$ cat config.mk
export PLATFORM = sky130hd
export DESIGN_NAME = pin_lock
export DESIGN_NICKNAME = d
export VERILOG_FILES = /design/src/rtl/pin_lock_pkg.sv /design/src/rtl/pin_lock_timer.sv /design/src/rtl/pin_lock.sv
export SDC_FILE = /design/constraint.sdc
export NUM_CORES = 1
export LEC_CHECK = 0
export ABC_AREA = 1
export BUFFER_PORTS_ARGS = -buffer_cell sky130_fd_sc_hd__buf_2
export CORE_MARGIN = 3
export CORE_UTILIZATION = 28
export DETAILED_ROUTE_END_ITERATION = 8
export GPL_ROUTABILITY_DRIVEN = 0
export PLACE_DENSITY_LB_ADDON = 0.25
export SKIP_CTS_REPAIR_TIMING = 1
export SYNTH_ARGS = -nofsm -noshare
export SYNTH_HDL_FRONTEND = slang
export SYNTH_SLANG_ARGS = --single-unit
$ cat constraint.sdc
create_clock -name clk -period 3 [get_ports clk]
set_input_delay 0.15 -clock clk [delete_from_list [all_inputs] [get_ports clk]]
set_output_delay 0.15 -clock clk [all_outputs]
set_load 0.02 [all_outputs]
$ cat src/rtl/pin_lock_pkg.sv
// Shared state encodings and width helper for the keypad lock.
package pin_lock_pkg;

  typedef enum logic [1:0] {
    ST_ENTRY    = 2'd0,
    ST_UNLOCKED = 2'd1,
    ST_LOCKOUT  = 2'd2,
    ST_PROGRAM  = 2'd3
  } state_e;

  // Ceiling log2 for elaboration-time width calculations.
  function automatic int unsigned clog2(input int unsigned v);
    int unsigned r;
    r = 0;
    while ((64'd1 << r) < 64'(v)) r = r + 1;
    return r;
  endfunction

endpackage

$ cat src/rtl/pin_lock_timer.sv
// Loadable down-counter that parks at zero; expired flags the zero count.
module pin_lock_timer #(
  parameter int unsigned W = 4
) (
  input  logic         clk,
  input  logic         reset,
  input  logic         load,
  input  logic [W-1:0] load_val,
  output logic         expired
);

  logic [W-1:0] cnt_q, cnt_d;

  always_comb begin
    cnt_d = cnt_q;
    if (load) begin
      cnt_d = load_val;
    end else if (cnt_q != '0) begin
      cnt_d = cnt_q - W'(1);
    end
  end

  always_ff @(posedge clk) begin
    if (reset) cnt_q <= '0;
    else       cnt_q <= cnt_d;
  end

  assign expired = (cnt_q == '0);

endmodule

$ cat src/rtl/pin_lock.sv
// Keypad lock: fixed-length code entry, retry limit with timed lockout,
// and a run-time programmable code.
module pin_lock
  import pin_lock_pkg::*;
#(
  parameter int unsigned DIGIT_W        = 4,
  parameter int unsigned PIN_LEN        = 4,
  parameter int unsigned MAX_TRIES      = 3,
  parameter int unsigned LOCKOUT_CYCLES = 16,
  parameter logic [DIGIT_W*PIN_LEN-1:0] DEFAULT_PIN = 16'hC0DE
) (
  input  logic                               clk,
  input  logic                               reset,
  input  logic [DIGIT_W-1:0]                 din,
  input  logic                               din_valid,
  input  logic                               relock,
  input  logic                               prog_en,
  output logic                               unlocked,
  output logic                               locked_out,
  output logic                               programming,
  output logic [clog2(MAX_TRIES+1)-1:0]      fail_count,
  output logic                               attempt_ok,
  output logic                               attempt_bad
);

  localparam int unsigned CODE_W = DIGIT_W * PIN_LEN;
  localparam int unsigned FC_W   = clog2(MAX_TRIES + 1);
  localparam int unsigned IDX_W  = (PIN_LEN > 1) ? clog2(PIN_LEN) : 1;
  localparam int unsigned TMR_W  = (LOCKOUT_CYCLES > 1) ? clog2(LOCKOUT_CYCLES) : 1;

  localparam logic [IDX_W-1:0] LAST_IDX   = IDX_W'(PIN_LEN - 1);
  localparam logic [FC_W-1:0]  FAIL_LIMIT = FC_W'(MAX_TRIES);
  localparam logic [TMR_W-1:0] TMR_LOAD   = TMR_W'(LOCKOUT_CYCLES - 1);

  state_e              state_q, state_d;
  logic [IDX_W-1:0]    idx_q, idx_d;
  logic [FC_W-1:0]     fail_q, fail_d;
  logic [CODE_W-1:0]   code_q, code_d;
  logic [CODE_W-1:0]   sr_q, sr_d;
  logic                ok_q, ok_d;
  logic                bad_q, bad_d;
  logic                unlocked_q, locked_out_q, programming_q;

  logic [CODE_W-1:0]   shifted;
  logic [FC_W-1:0]     fail_inc;
  logic                tmr_load;
  logic                tmr_expired;

  // Newest digit enters at the LSB end; the first digit ends up most significant.
  assign shifted  = CODE_W'({sr_q, din});
  assign fail_inc = fail_q + FC_W'(1);

  pin_lock_timer #(
    .W (TMR_W)
  ) u_timer (
    .clk      (clk),
    .reset    (reset),
    .load     (tmr_load),
    .load_val (TMR_LOAD),
    .expired  (tmr_expired)
  );

  always_comb begin
    state_d  = state_q;
    idx_d    = idx_q;
    fail_d   = fail_q;
    code_d   = code_q;
    sr_d     = sr_q;
    ok_d     = 1'b0;
    bad_d    = 1'b0;
    tmr_load = 1'b0;

    case (state_q)
      ST_ENTRY: begin
        if (din_valid) begin
          sr_d = shifted;
          if (idx_q == LAST_IDX) begin
            idx_d = '0;
            if (shifted == code_q) begin
              state_d = ST_UNLOCKED;
              fail_d  = '0;
              ok_d    = 1'b1;
            end else begin
              bad_d  = 1'b1;
              fail_d = fail_inc;
              if (fail_inc == FAIL_LIMIT) begin
                state_d  = ST_LOCKOUT;
                tmr_load = 1'b1;
              end
            end
          end else begin
            idx_d = idx_q + IDX_W'(1);
          end
        end
      end

      ST_LOCKOUT: begin
        if (tmr_expired) begin
          state_d = ST_ENTRY;
          fail_d  = '0;
          idx_d   = '0;
        end
      end

      ST_UNLOCKED: begin
        if (relock) begin
          state_d = ST_ENTRY;
        end else if (prog_en) begin
          state_d = ST_PROGRAM;
          idx_d   = '0;
        end
      end

      ST_PROGRAM: begin
        // An abort leaves the stored code alone and starts the next entry fresh.
        if (relock) begin
          state_d = ST_ENTRY;
          idx_d   = '0;
        end else if (din_valid) begin
          sr_d = shifted;
          if (idx_q == LAST_IDX) begin
            idx_d   = '0;
            code_d  = shifted;
            state_d = ST_UNLOCKED;
          end else begin
            idx_d = idx_q + IDX_W'(1);
          end
        end
      end

      default: state_d = ST_ENTRY;
    endcase
  end

  always_ff @(posedge clk) begin
    if (reset) begin
      state_q       <= ST_ENTRY;
      idx_q         <= '0;
      fail_q        <= '0;
      code_q        <= DEFAULT_PIN;
      sr_q          <= '0;
      ok_q          <= 1'b0;
      bad_q         <= 1'b0;
      unlocked_q    <= 1'b0;
      locked_out_q  <= 1'b0;
      programming_q <= 1'b0;
    end else begin
      state_q       <= state_d;
      idx_q         <= idx_d;
      fail_q        <= fail_d;
      code_q        <= code_d;
      sr_q          <= sr_d;
      ok_q          <= ok_d;
      bad_q         <= bad_d;
      unlocked_q    <= (state_d == ST_UNLOCKED);
      locked_out_q  <= (state_d == ST_LOCKOUT);
      programming_q <= (state_d == ST_PROGRAM);
    end
  end

  assign unlocked    = unlocked_q;
  assign locked_out  = locked_out_q;
  assign programming = programming_q;
  assign fail_count  = fail_q;
  assign attempt_ok  = ok_q;
  assign attempt_bad = bad_q;

endmodule

Word level (Yosys, flattened, before mapping)
Cells that the tools add are included.
{"block": "totals", "ff_bits": 47, "input_bits": 9, "output_inout_bits": 7, "elab_cells": 78}
{"block": "classes", "n_addsub": 3, "n_eq_ne": 15, "mux": 34, "bitwise": 4, "n_reduce_logical": 11}
{"op": "2-to-1 mux 2 bit", "n": 19}
{"op": "2-to-1 mux 16 bit", "n": 2}
{"op": "case mux 16 bit (2 select lines)", "n": 1}
{"op": "== test 16 bit", "n": 1}
{"op": "case mux 2 bit (4 select lines)", "n": 2}
{"op": "== test 2 bit (second input constant)", "n": 6}
{"op": "inequality test 2 bit (second input constant)", "n": 6}
{"op": "2-to-1 mux 4 bit", "n": 2}
{"op": "AND reduction 4 bit", "n": 2}
{"op": "2-to-1 mux 1 bit", "n": 7}
{"op": "nonzero test 2 bit", "n": 3}
{"op": "adder 2 x 1 -> 2 bit (second input constant)", "n": 2}
{"op": "== test 2 x 1 -> 1 bit (second input constant)", "n": 2}
{"op": "logical NOT 4 bit", "n": 1}
{"op": "inverter 1 bit", "n": 4}
{"op": "case mux 2 bit (2 select lines)", "n": 1}
{"op": "nonzero test 4 bit", "n": 1}
{"op": "OR reduction 4 bit", "n": 1}
{"op": "subtractor 4 x 1 -> 4 bit (second input constant)", "n": 1}
{"op": "AND reduction 3 bit", "n": 1}
{"op": "logical NOT 2 bit", "n": 1}
{"op": "AND reduction 2 bit", "n": 1}

Longest topological paths before layout
Gate-level depths: netlist (run 1).
{"block": "depth", "depth_word": 8, "ltp_mapped": 11}

Hierarchy
Synthesis (run 1) repeated with hierarchy kept, for this count alone.
{"block": "hier_totals", "hier_cells": 302, "area_unflattened_um2": 2039.5}
{"mod": "pin_lock", "n_inst": 1, "cells_each": 262, "area_per_inst_um2": 1791.7, "seq_area_each_um2": 780.7}
{"mod": "pin_lock_timer", "n_inst": 1, "cells_each": 40, "area_per_inst_um2": 247.7, "seq_area_each_um2": 80.1}

Worst setup path before layout (run 1)
No wires, ideal clock.
{"block": "synth_timing", "path_type": "register to register", "start": "reg u_timer.cnt_q[0]", "end": "reg idx_q[0]", "setup_ns": 0.125, "arrival_time_ns": 1.176, "slack_ns": 1.700, "path_stages_with_launch": 10, "n_path_buf": 0, "cell_sequence": "dfxtp_1 inv_1 ha_1 nand2_1 nand2_1 o21ai_1 inv_1 nand2_2 nand2_1 nor3b_1"}
{"block": "synth_via", "elab_chain_len": 3}
{"item": "start, declared", "line": "pin_lock_timer.sv:12", "source": "logic [W-1:0] cnt_q, cnt_d;"}
{"item": "start signal, assigned", "line": "pin_lock_timer.sv:25", "source": "else cnt_q <= cnt_d;"}
{"item": "logical NOT 4 bit", "line": "pin_lock_timer.sv:28", "source": "assign expired = (cnt_q == '0);"}
{"item": "inequality test 2 bit (no line)"}
{"item": "AND reduction 3 bit (no line)"}
{"item": "end signal, assigned", "line": "pin_lock.sv:149", "source": "idx_q <= idx_d;"}
{"item": "end, declared", "line": "pin_lock.sv:36", "source": "logic [IDX_W-1:0] idx_q, idx_d;"}
Every way passes these cells.
A chain may end at the register's enable or synchronous reset.

Final worst setup path (run 1)
{"block": "layout_timing", "start": "reg state_q[0]", "end": "reg sr_q[3]"}
{"block": "layout_via", "elab_chain_len": 3, "elab_cells_between_ends": 6}
{"item": "start, declared", "line": "pin_lock.sv:35", "source": "state_e state_q, state_d;"}
{"item": "start signal, assigned", "line": "pin_lock.sv:148", "source": "state_q <= state_d;"}
{"item": "== test 2 bit / logical NOT 2 bit (equally long branches)", "line": "pin_lock.sv:73", "source": "case (state_q)"}
{"item": "inequality test 2 bit (no line) / nonzero test 2 bit (equally long branches)"}
{"item": "AND reduction 2 bit (no line)"}
{"item": "end signal, assigned", "line": "pin_lock.sv:152", "source": "sr_q <= sr_d;"}
{"item": "end, declared", "line": "pin_lock.sv:39", "source": "logic [CODE_W-1:0] sr_q, sr_d;"}
Several ways; a longest one is shown, not always the timed one.

==> impl_metrics.tcl, run 1 <==
set metrics [dict create \
    yosys_warnings 0 \
    leakage_nw 1.09 \
    regToRegEndpoint "sr_q[3]$_SDFFE_PP0P_" \
    numCtsBuffers 5 \
    slew_headroom_pct 56.0 \
    wl_um 3730 \
    powerDensity_nw_per_um2 582 \
    critical_path_buf_inv_count 2 \
    timing.final.hold_violations 0 \
    antenna_found_initial 0 \
    crit_arrival_ns 1.77 \
    fp.dieArea_um2 8050 \
    final_nets 313 \
    dpl.cell_count 387 \
    cts_tree "yes" \
    worstHoldStart "din[3]" \
    r2r-start "state_q[0]$_SDFF_PP0_" \
    antenna_cells 0 \
    pwr-share-comb_pct 16.8 \
    switching_power_w 0.000347 \
    start_util_pct 29.9 \
    grt_pass1_wl_um 6550 \
    endpoint_kind "flip-flop" \
    regArea_um2 861 \
    pin_count 16 \
    power.internal_w 0.000947 \
    portBuffers 15 \
    worst_pin_slew_ns 0.658 \
    r2r_slack_ns 1.41 \
    dpl.hpwl_um 2670 \
    grt_use_total_pct 9.87 \
    cp_slowest_cell "nand2_1" \
    status "finished, final reports clean" \
    multi_input_area_um2 876 \
    clkLatencyLatePin_ns 0.29 \
    critPathMaxFanout 20 \
    drive_gt1_share_pct 12.0 \
    synth_cells 285 \
    drtIter0Drc 72 \
    via_per_inst 4.16 \
    core_um2 6570 \
    grt_max_degree 35 \
    min_delay_path_depth 3 \
    wl_per_cell_um 9.48 \
    critPathLaunchType "flip-flop" \
    finalMaxSlewViolations 0 \
    rsz0062_at_grt "no" \
    ys_types 25 \
    skew_ns 0.00596 \
    fin_ws_ns 1.41 \
    p_clk_share_pct 34.0 \
    cpMostUsedCell "nand2_1" \
    clock-sinks 43 \
    nFillCells 746 \
    cap_violations 0 \
    critical-path-top-delay-family "simple AND/OR/NAND/NOR gates" \
    syn-num-nets 297 \
    die_w_um 89.7 \
    crit_required_ns 3.19 \
    antenna_left 0 \
    rows 29 \
    gr-total-overflow 0 \
    syn_area_um2 1960 \
    pre_cts_ws_ns 1.43 \
    fin_crit_sh_pct 52.9 \
    swShare_pct 26.8 \
    max_freq_ghz 0.630 \
    holdPathEnd "code_q[3]$_SDFFE_PP1P_" \
    stdcell_count 394 \
    period_minus_slack_ns 1.59 \
    syn_to_final_growth_pct 13.2 \
    die_h_um 89.7 \
    setup_tns_ns 0 \
    r2r_cells 7 \
    synth-seq-cells 43 \
    min_path_type "input port to flip-flop" \
    cts.clk_slew.worst_paths_ns 0.08 \
    syn-mean-instance-area_um2 6.88 \
    route.detailed.drc 0 \
    p_total_w 0.00129 \
    max_stage_delay_ns 0.49 \
    setup_viol 0 \
    crit_type "flip-flop to flip-flop" \
    cts_buffer_depth 2 \
    cts-htree-levels 2 \
    ir_drop_uv 252 \
    seq_area_frac_synth_pct 43.9 \
    crit_chain "inv_1, nand2_1, nand2_1, nand2_1, inv_4, o21ai_1, a21oi_1" \
    cts_root_buf "clkbuf_8" \
    grt_pass1_vias 1511 \
    dr.pass1.iters 5 \
    vias 1640 \
    p_seq_share_pct 49.3 \
]
## Yosys cell counts (all sizes together)
library cell  instances  area share [%]
o211ai                7             2.7
a211oi                1            0.38
nor3                  1            0.25
nand2                74              15
nand3                 6             1.8
buf                   4             1.6
inv                  48             9.3
nor3b                 1            0.38
nor2                 45             9.4
ha                    3             1.9
xnor2                 2            0.89
o21ai                27             6.9
xor2                  1            0.45
clkbuf                3            0.57
a21oi                19             4.8
dfxtp                43              44
## final cells by class
| cell class | instances | share of cell area, % |
|---|---|---|
| Multi-Input combinational cell | 187 | 39.4 |
| Sequential cell | 43 | 38.8 |
| Inverter | 48 | 8.23 |
| Tap cell | 93 | 5.24 |
| Timing Repair Buffer | 16 | 3.72 |
| Clock buffer | 6 | 3.27 |
| Clock inverter | 1 | 1.35 |
## logic make-up (layout without fill, tap and decap cells)
logic type | after synthesis | count (layout) | share of synthesized area (%)
simple gates | 127 | 127 | 26.6
fa+ha+maj | 3 | 3 | 1.91
buf+inv | 55 | 71 | 11.5
xor+xnor | 3 | 3 | 1.34
compound gates | 54 | 54 | 14.8
flops | 43 | 43 | 43.9
## layout by cell type (no fill, tap or decap), types with 2 or more instances in the layout
master,n
nor2_2,3
nand2_2,5
nand3_1,5
o21ai_1,12
dfxtp_1,43
inv_2,3
o21ai_0,15
clkbuf_8,5
a21oi_1,19
nor2_1,41
nand2_1,69
xnor2_1,2
buf_2,15
o211ai_1,7
inv_1,44
ha_1,3
## per-layer routing
layer	GRT usage (%)	routed length (µm)
met4	4.21	55
met3	2.59	135
met5	0	0
met2	16.4	1700
met1	12.1	1840
## worst min-delay path: cells and delay by family
family	cells	cell delay (ns)
and+or+nand+nor	1	0.05
buffers and inverters	1	0.10
AOI/OAI and AO/OA	1	0.06
## power groups by stage
| stage | clock network (W) | logic, W | registers, W |
|---|---|---|---|
| after floorplan | 0 | 0.000179 | 0.000646 |
| after global placement | 0 | 0.000217 | 0.000652 |
| after detailed placement | 0 | 0.000220 | 0.000652 |
| after CTS | 0.000459 | 0.000222 | 0.000639 |
| after global routing | 0.000485 | 0.000256 | 0.000645 |
| final | 0.000439 | 0.000217 | 0.000637 |
## worst max path at each step
stage / startpoint / end / slack, ns / depth (start not counted)
CTS: state_q[0]$_SDFF_PP0_ / sr_q[3]$_SDFFE_PP0P_ / 1.40 / 7
global route: state_q[0]$_SDFF_PP0_ / sr_q[3]$_SDFFE_PP0P_ / 1.20 / 7
global placement: state_q[1]$_SDFF_PP0_ / sr_q[3]$_SDFFE_PP0P_ / 1.43 / 7
finish: state_q[0]$_SDFF_PP0_ / sr_q[3]$_SDFFE_PP0P_ / 1.41 / 7
floorplan: u_timer.cnt_q[0]$_SDFFE_PP0P_ / idx_q[0]$_SDFFE_PP0P_ / 1.70 / 9
detailed placement: state_q[0]$_SDFF_PP0_ / sr_q[3]$_SDFFE_PP0P_ / 1.43 / 7
## registers in the layout (all words and copies together), names as in the netlist, 2 cells and up
signal and cells:
fail_count 2, sr_q 12, state_q 2, u_timer.cnt_q 4, idx_q 2, code_q 16
## stage by stage
stage               hold slack (ns)  utilization [%]  area (µm²)
CTS                          0.0872             33.8        2220
global placement              0.412             32.3        2120
detailed placement            0.412             32.3        2120
floorplan                     0.219                -        1960
finish                       0.0979             33.8        2220
global route                  0.101             33.8        2220
Power figures use the tool's default switching activity.
==> run 2: changes to the inputs <==
- clock period: 3 -> 1.4 ns (I/O delays scaled with it)
==> impl_metrics.tcl, run 2 (same netlist as run 1, synthesis figures left out) <==
set metrics [dict create \
    status "finished, final reports clean" \
    period_minus_slack_ns 1.32 \
    cts_buffer_depth 2 \
    routed-wl-met3_um 122 \
    die_h_um 89.7 \
    skew_ns 0.00870 \
    core_um2 6570 \
    syn_to_final_growth_pct 20.3 \
    dr_wl_met2_um 1830 \
    gr-total-overflow 0 \
    powerDensity_nw_per_um2 1210 \
    fp.dieArea_um2 8050 \
    min_path_type "input port to flip-flop" \
    fin_crit_sh_pct 94.3 \
    finalMaxSlewViolations 0 \
    dr.pass1.iters 4 \
    ir_drop_uv 470 \
    max_freq_ghz 0.758 \
    cts.clk_slew.worst_paths_ns 0.08 \
    timing.final.hold_violations 0 \
    via_per_inst 4.19 \
    layout_common_cells "nand2_1, inv_1, nor2_1" \
    final_nets 322 \
    met1_length_um 1940 \
    r2r_slack_ns 0.08 \
    vias 1689 \
    wl_per_cell_um 9.71 \
    setup_viol 0 \
    grt_max_degree 21 \
    route.detailed.drc 0 \
    worst_pin_slew_ns 0.244 \
    drive_gt1_share_pct 20.6 \
    cap_violations 0 \
    final_common_cell "nand2_1" \
    crit_required_ns 1.60 \
    startpoint "sr_q[3]$_SDFFE_PP0P_" \
    nFillCells 703 \
    endpoint_kind "flip-flop" \
    pin_count 16 \
    dpl.hpwl_um 2790 \
    cts_root_buf "clkbuf_8" \
    cts-htree-levels 2 \
    antenna_cells 0 \
    rsz0062_at_grt "yes" \
    cts_tree "yes" \
    leakage_nw 1.17 \
    r2r_cells 11 \
    regToRegEndpoint "locked_out$_SDFF_PP0_" \
    fin_area_um2 2360 \
    r2r-start "sr_q[3]$_SDFFE_PP0P_" \
    highest_layer "met4" \
    dpl-instance-area_um2 2190 \
    rows 29 \
    numCtsBuffers 5 \
    critPathLaunchType "flip-flop" \
    critPathMaxFanout 5 \
    largest_register "code_q" \
    drtIter0Drc 52 \
    grt_use_total_pct 9.84 \
    final_util_pct 35.9 \
    whs_ns 0.0290 \
    antenna_found_initial 0 \
    cp-endpoint "locked_out$_SDFF_PP0_" \
    clock-sinks 43 \
    start_util_pct 29.9 \
    crit_arrival_ns 1.52 \
    largest_reg_flops 16 \
    portBuffers 15 \
    reg_top3 "code_q x16, sr_q x12, u_timer.cnt_q x4" \
    clkLatencyLatePin_ns 0.29 \
    grt_pass1_wl_um 6620 \
    die_w_um 89.7 \
    wl_um 3910 \
    grt_pass1_vias 1517 \
    antenna_left 0 \
    crit_type "flip-flop to flip-flop" \
    slew_headroom_pct 83.6 \
]
## run 2: cell types whose count changed in the layout (fill, tap and decap cells not counted), moves of 3 or more
cell / previous run / this run
nand2_1: 69 / 66
dfxtp_2: 0 / 10
buf_4: 1 / 8
dfxtp_1: 43 / 33
nor2_1: 41 / 38
nand2_4: 0 / 3
## run 2: worst min-delay path by stage
stage	from	endpoint	slack, ns	depth (start not counted)
after CTS	din[3]	code_q[3]$_SDFFE_PP1P_	0.02	3
after floorplan	reset	fail_count[1]$_SDFFE_PP0P_	0.14	1
after global routing	din[3]	sr_q[3]$_SDFFE_PP0P_	0.04	3
final	din[3]	code_q[3]$_SDFFE_PP1P_	0.03	3
after global placement	din[3]	code_q[3]$_SDFFE_PP1P_	0.32	3
after detailed placement	din[3]	code_q[3]$_SDFFE_PP1P_	0.33	3
## run 2: cell type report
type | instances | area (µm²) | share of cell area, %
multi-input combinational | 188 | 931 | 39.4
sequential | 43 | 873 | 37.0
inverter | 48 | 183 | 7.74
timing repair buffer | 24 | 155 | 6.57
tap | 93 | 116 | 4.93
clock buffer | 6 | 72.6 | 3.07
clock inverter | 1 | 30.0 | 1.27
## run 2: critical path, stage by stage, from the launching register on
cell	delay (ns)
dfxtp_2	0.36
nand2_1	0.06
inv_1	0.05
nor2_1	0.04
nor2_1	0.12
nand2_1	0.10
nor2_4	0.16
nand2_4	0.08
nand2_4	0.09
nand2_2	0.07
nand2_2	0.06
nor2_1	0.04
## run 2: through the flow
| stage | total power [W] | setup slack (ns) | instances | setup TNS [ns] |
|---|---|---|---|---|
| after floorplan | 0.00177 | 0.0995 | 285 | 0 |
| after global placement | 0.00191 | 0.0628 | 395 | 0 |
| after detailed placement | 0.00191 | 0.0412 | 395 | 0 |
| after CTS | 0.00285 | 0.0308 | 402 | 0 |
| after global routing | 0.00301 | -0.0314 | 403 | -0.108 |
| final | 0.00285 | 0.0805 | 403 | 0 |
## run 2: power breakdown
part           switching, W  internal, W
Clock              0.000418     0.000523
Sequential        0.0000628      0.00131
Combinational      0.000289     0.000248
## run 2: routing by layer
metal / track usage, % / vias up
met5: 0 / -
met4: 3.45 / 0
met3: 2.92 / 2
met2: 16.5 / 14
met1: 12.0 / 741
li1: - / 932
==> run 3: changes to the inputs <==
- ABC_AREA: 1 -> 0
- clock period: 1.4 -> 1.2 ns (I/O delays scaled with it)
==> impl_metrics.tcl, run 3 <==
set metrics [dict create \
    core_um2 6420 \
    nFillCells 653 \
    die_w_um 87.8 \
    syn_area_um2 1870 \
    fin_area_um2 2480 \
    rsz0062_at_grt "yes" \
    cap_violations 0 \
    grt_pass1_wl_um 6980 \
    grt_use_total_pct 11.6 \
    crit_required_ns 1.39 \
    synth.area.top_cells "dfxtp_1, xnor2_1, nand2_1, mux2i_1, nand3b_1" \
    fp.dieArea_um2 7710 \
    synth-edff-count 0 \
    portBuffers 15 \
    ys_types 37 \
    leakage_nw 1.05 \
    setup_viol 42 \
    seq_area_frac_synth_pct 46.0 \
    antenna_found_initial 0 \
    yosys_warnings 0 \
    dpl-instance-area_um2 2310 \
    antenna_cells 0 \
    route.detailed.drc 0 \
    synth-seq-cells 43 \
    numCtsBuffers 5 \
    drive_gt1_share_pct 32.0 \
    violations "negative setup slack" \
    start_util_pct 29.2 \
    worst_pin_slew_ns 0.300 \
    fin_ws_ns -0.359 \
    antenna_left 0 \
    skew_ns 0.00793 \
    die_h_um 87.8 \
    cts-htree-levels 2 \
    async_reset_ff_share_pct 0 \
    dpl.hpwl_um 2770 \
    yosys.area.top_type "dfxtp_1" \
    slew_headroom_pct 79.5 \
    p_total_w 0.00325 \
    swShare_pct 27.0 \
    finalMaxSlewViolations 0 \
    cts_root_buf "clkbuf_8" \
    syn-num-nets 221 \
    p_seq_share_pct 47.8 \
    p_clk_share_pct 27.5 \
    final_nets 267 \
    min_path_type "input port to flip-flop" \
    cts.clk_slew.worst_paths_ns 0.08 \
    endpoint_kind "flip-flop" \
    max_freq_ghz 0.641 \
    rows 29 \
    grt_pass1_vias 1449 \
    layout_common_cells "nand2_1, dfxtp_1, buf_4" \
    grt_max_degree 26 \
    pin_count 16 \
    status "finished, violations left" \
    powerDensity_nw_per_um2 1310 \
    critPathLaunchType "flip-flop" \
    clkLatencyLatePin_ns 0.29 \
    timing.final.hold_violations 0 \
    period_minus_slack_ns 1.56 \
    synthFlopType "dfxtp_1" \
    ir_drop_uv 452 \
    pwr-share-comb_pct 24.6 \
    wl_per_cell_um 12.3 \
    crit_arrival_ns 1.75 \
    critPathMaxFanout 3 \
    final_util_pct 38.6 \
    cts_tree "yes" \
    fin_crit_sh_pct 130 \
    synth_cells 209 \
    syn-mean-instance-area_um2 8.96 \
    cts_buffer_depth 2 \
    clock-sinks 43 \
    synth_common_cells "dfxtp_1, nand2_1, nor2_1" \
    largest_reg_flops 16 \
    dr.pass1.iters 4 \
    wl_um 4090 \
    reg_top3 "code_q x16, sr_q x12, u_timer.cnt_q x4" \
    switching_power_w 0.000876 \
    via_per_inst 4.57 \
    largest_register "code_q" \
    vias 1522 \
    power.internal_w 0.00237 \
    crit_type "flip-flop to flip-flop" \
    drtIter0Drc 69 \
    netlist.area_leader.share_pct 46.0 \
    gr-total-overflow 0 \
    syn_to_final_growth_pct 32.4 \
    yosysMostFrequentCell "dfxtp_1" \
]
-- run 3: final timing paths --
path,from,slack (ns),depth (start not counted),endpoint
worst min register to register,code_q[5]$_SDFFE_PP0P_,0.47,2,code_q[5]$_SDFFE_PP0P_
worst max register to register,u_timer.cnt_q[0]$_SDFFE_PP0P_,-0.36,6,idx_q[0]$_SDFFE_PP0P_
worst min-delay path,din[3],0.02,3,code_q[3]$_SDFFE_PP1P_
worst max-delay path,u_timer.cnt_q[0]$_SDFFE_PP0P_,-0.36,6,idx_q[0]$_SDFFE_PP0P_
-- run 3: layer usage --
layer	up-vias	part of all wire, %	GRT usage [%]
met1	698	49	15.2
met5	-	0	0
met4	0	1.9	4.60
met2	13	46	18.4
met3	5	2.3	3.01
li1	806	-	-
-- run 3: metrics by stage --
| step | instances | hold slack [ns] | setup TNS, ns | worst slack, ns |
|---|---|---|---|---|
| 2_1_floorplan | 209 | 0.184 | -2.25 | -0.437 |
| 3_3_place_gp | 322 | 0.317 | -3.52 | -0.355 |
| 3_5_place_dp | 322 | 0.336 | -4.02 | -0.381 |
| 4_1_cts | 330 | 0.0149 | -4.80 | -0.390 |
| 5_1_grt | 333 | 0.0259 | -8.68 | -0.424 |
| 6_report | 333 | 0.0226 | -4.87 | -0.359 |
-- run 3: logic make-up (layout without fill, tap and decap cells) --
| family | count (synthesis) | in the layout | share of synthesized area [%] |
|---|---|---|---|
| AOI/OAI and AO/OA | 29 | 29 | 9.82 |
| muxes | 13 | 13 | 6.95 |
| xor gates and xnor gates | 18 | 18 | 8.42 |
| adders and majority gates | 3 | 3 | 2.00 |
| buffers and inverters | 16 | 63 | 3.67 |
| and+or+nand+nor | 87 | 87 | 23.2 |
| DFF | 43 | 43 | 46.0 |
-- run 3: cell type report --
| cell class | count | area [µm²] | share of cell area [%] |
|---|---|---|---|
| inverter | 6 | 22.5 | 0.908 |
| timing repair buffer | 49 | 389 | 15.7 |
| clock buffer | 6 | 72.6 | 2.93 |
| multi-input combinational | 150 | 1010 | 40.9 |
| clock inverter | 2 | 12.5 | 0.505 |
| sequential | 43 | 872 | 35.2 |
| tap | 77 | 96.3 | 3.88 |
-- run 3: power groups by stage --
stage          Clock [W]  Combinational (W)  Sequential, W
4_1_cts         0.000951           0.000651        0.00155
3_5_place_dp           0           0.000647        0.00159
5_1_grt          0.00101           0.000889        0.00156
3_3_place_gp           0           0.000637        0.00159
2_1_floorplan          0           0.000455        0.00159
6_report        0.000895           0.000801        0.00155
-- run 3: worst max-delay path, stage by stage, from the launching register on --
cell and delay [ns]:
dfxtp_2 0.33, inv_2 0.06, ha_4 0.12, or3b_4 0.38
a221o_1 0.36, xor2_1 0.18, nor2_2 0.04
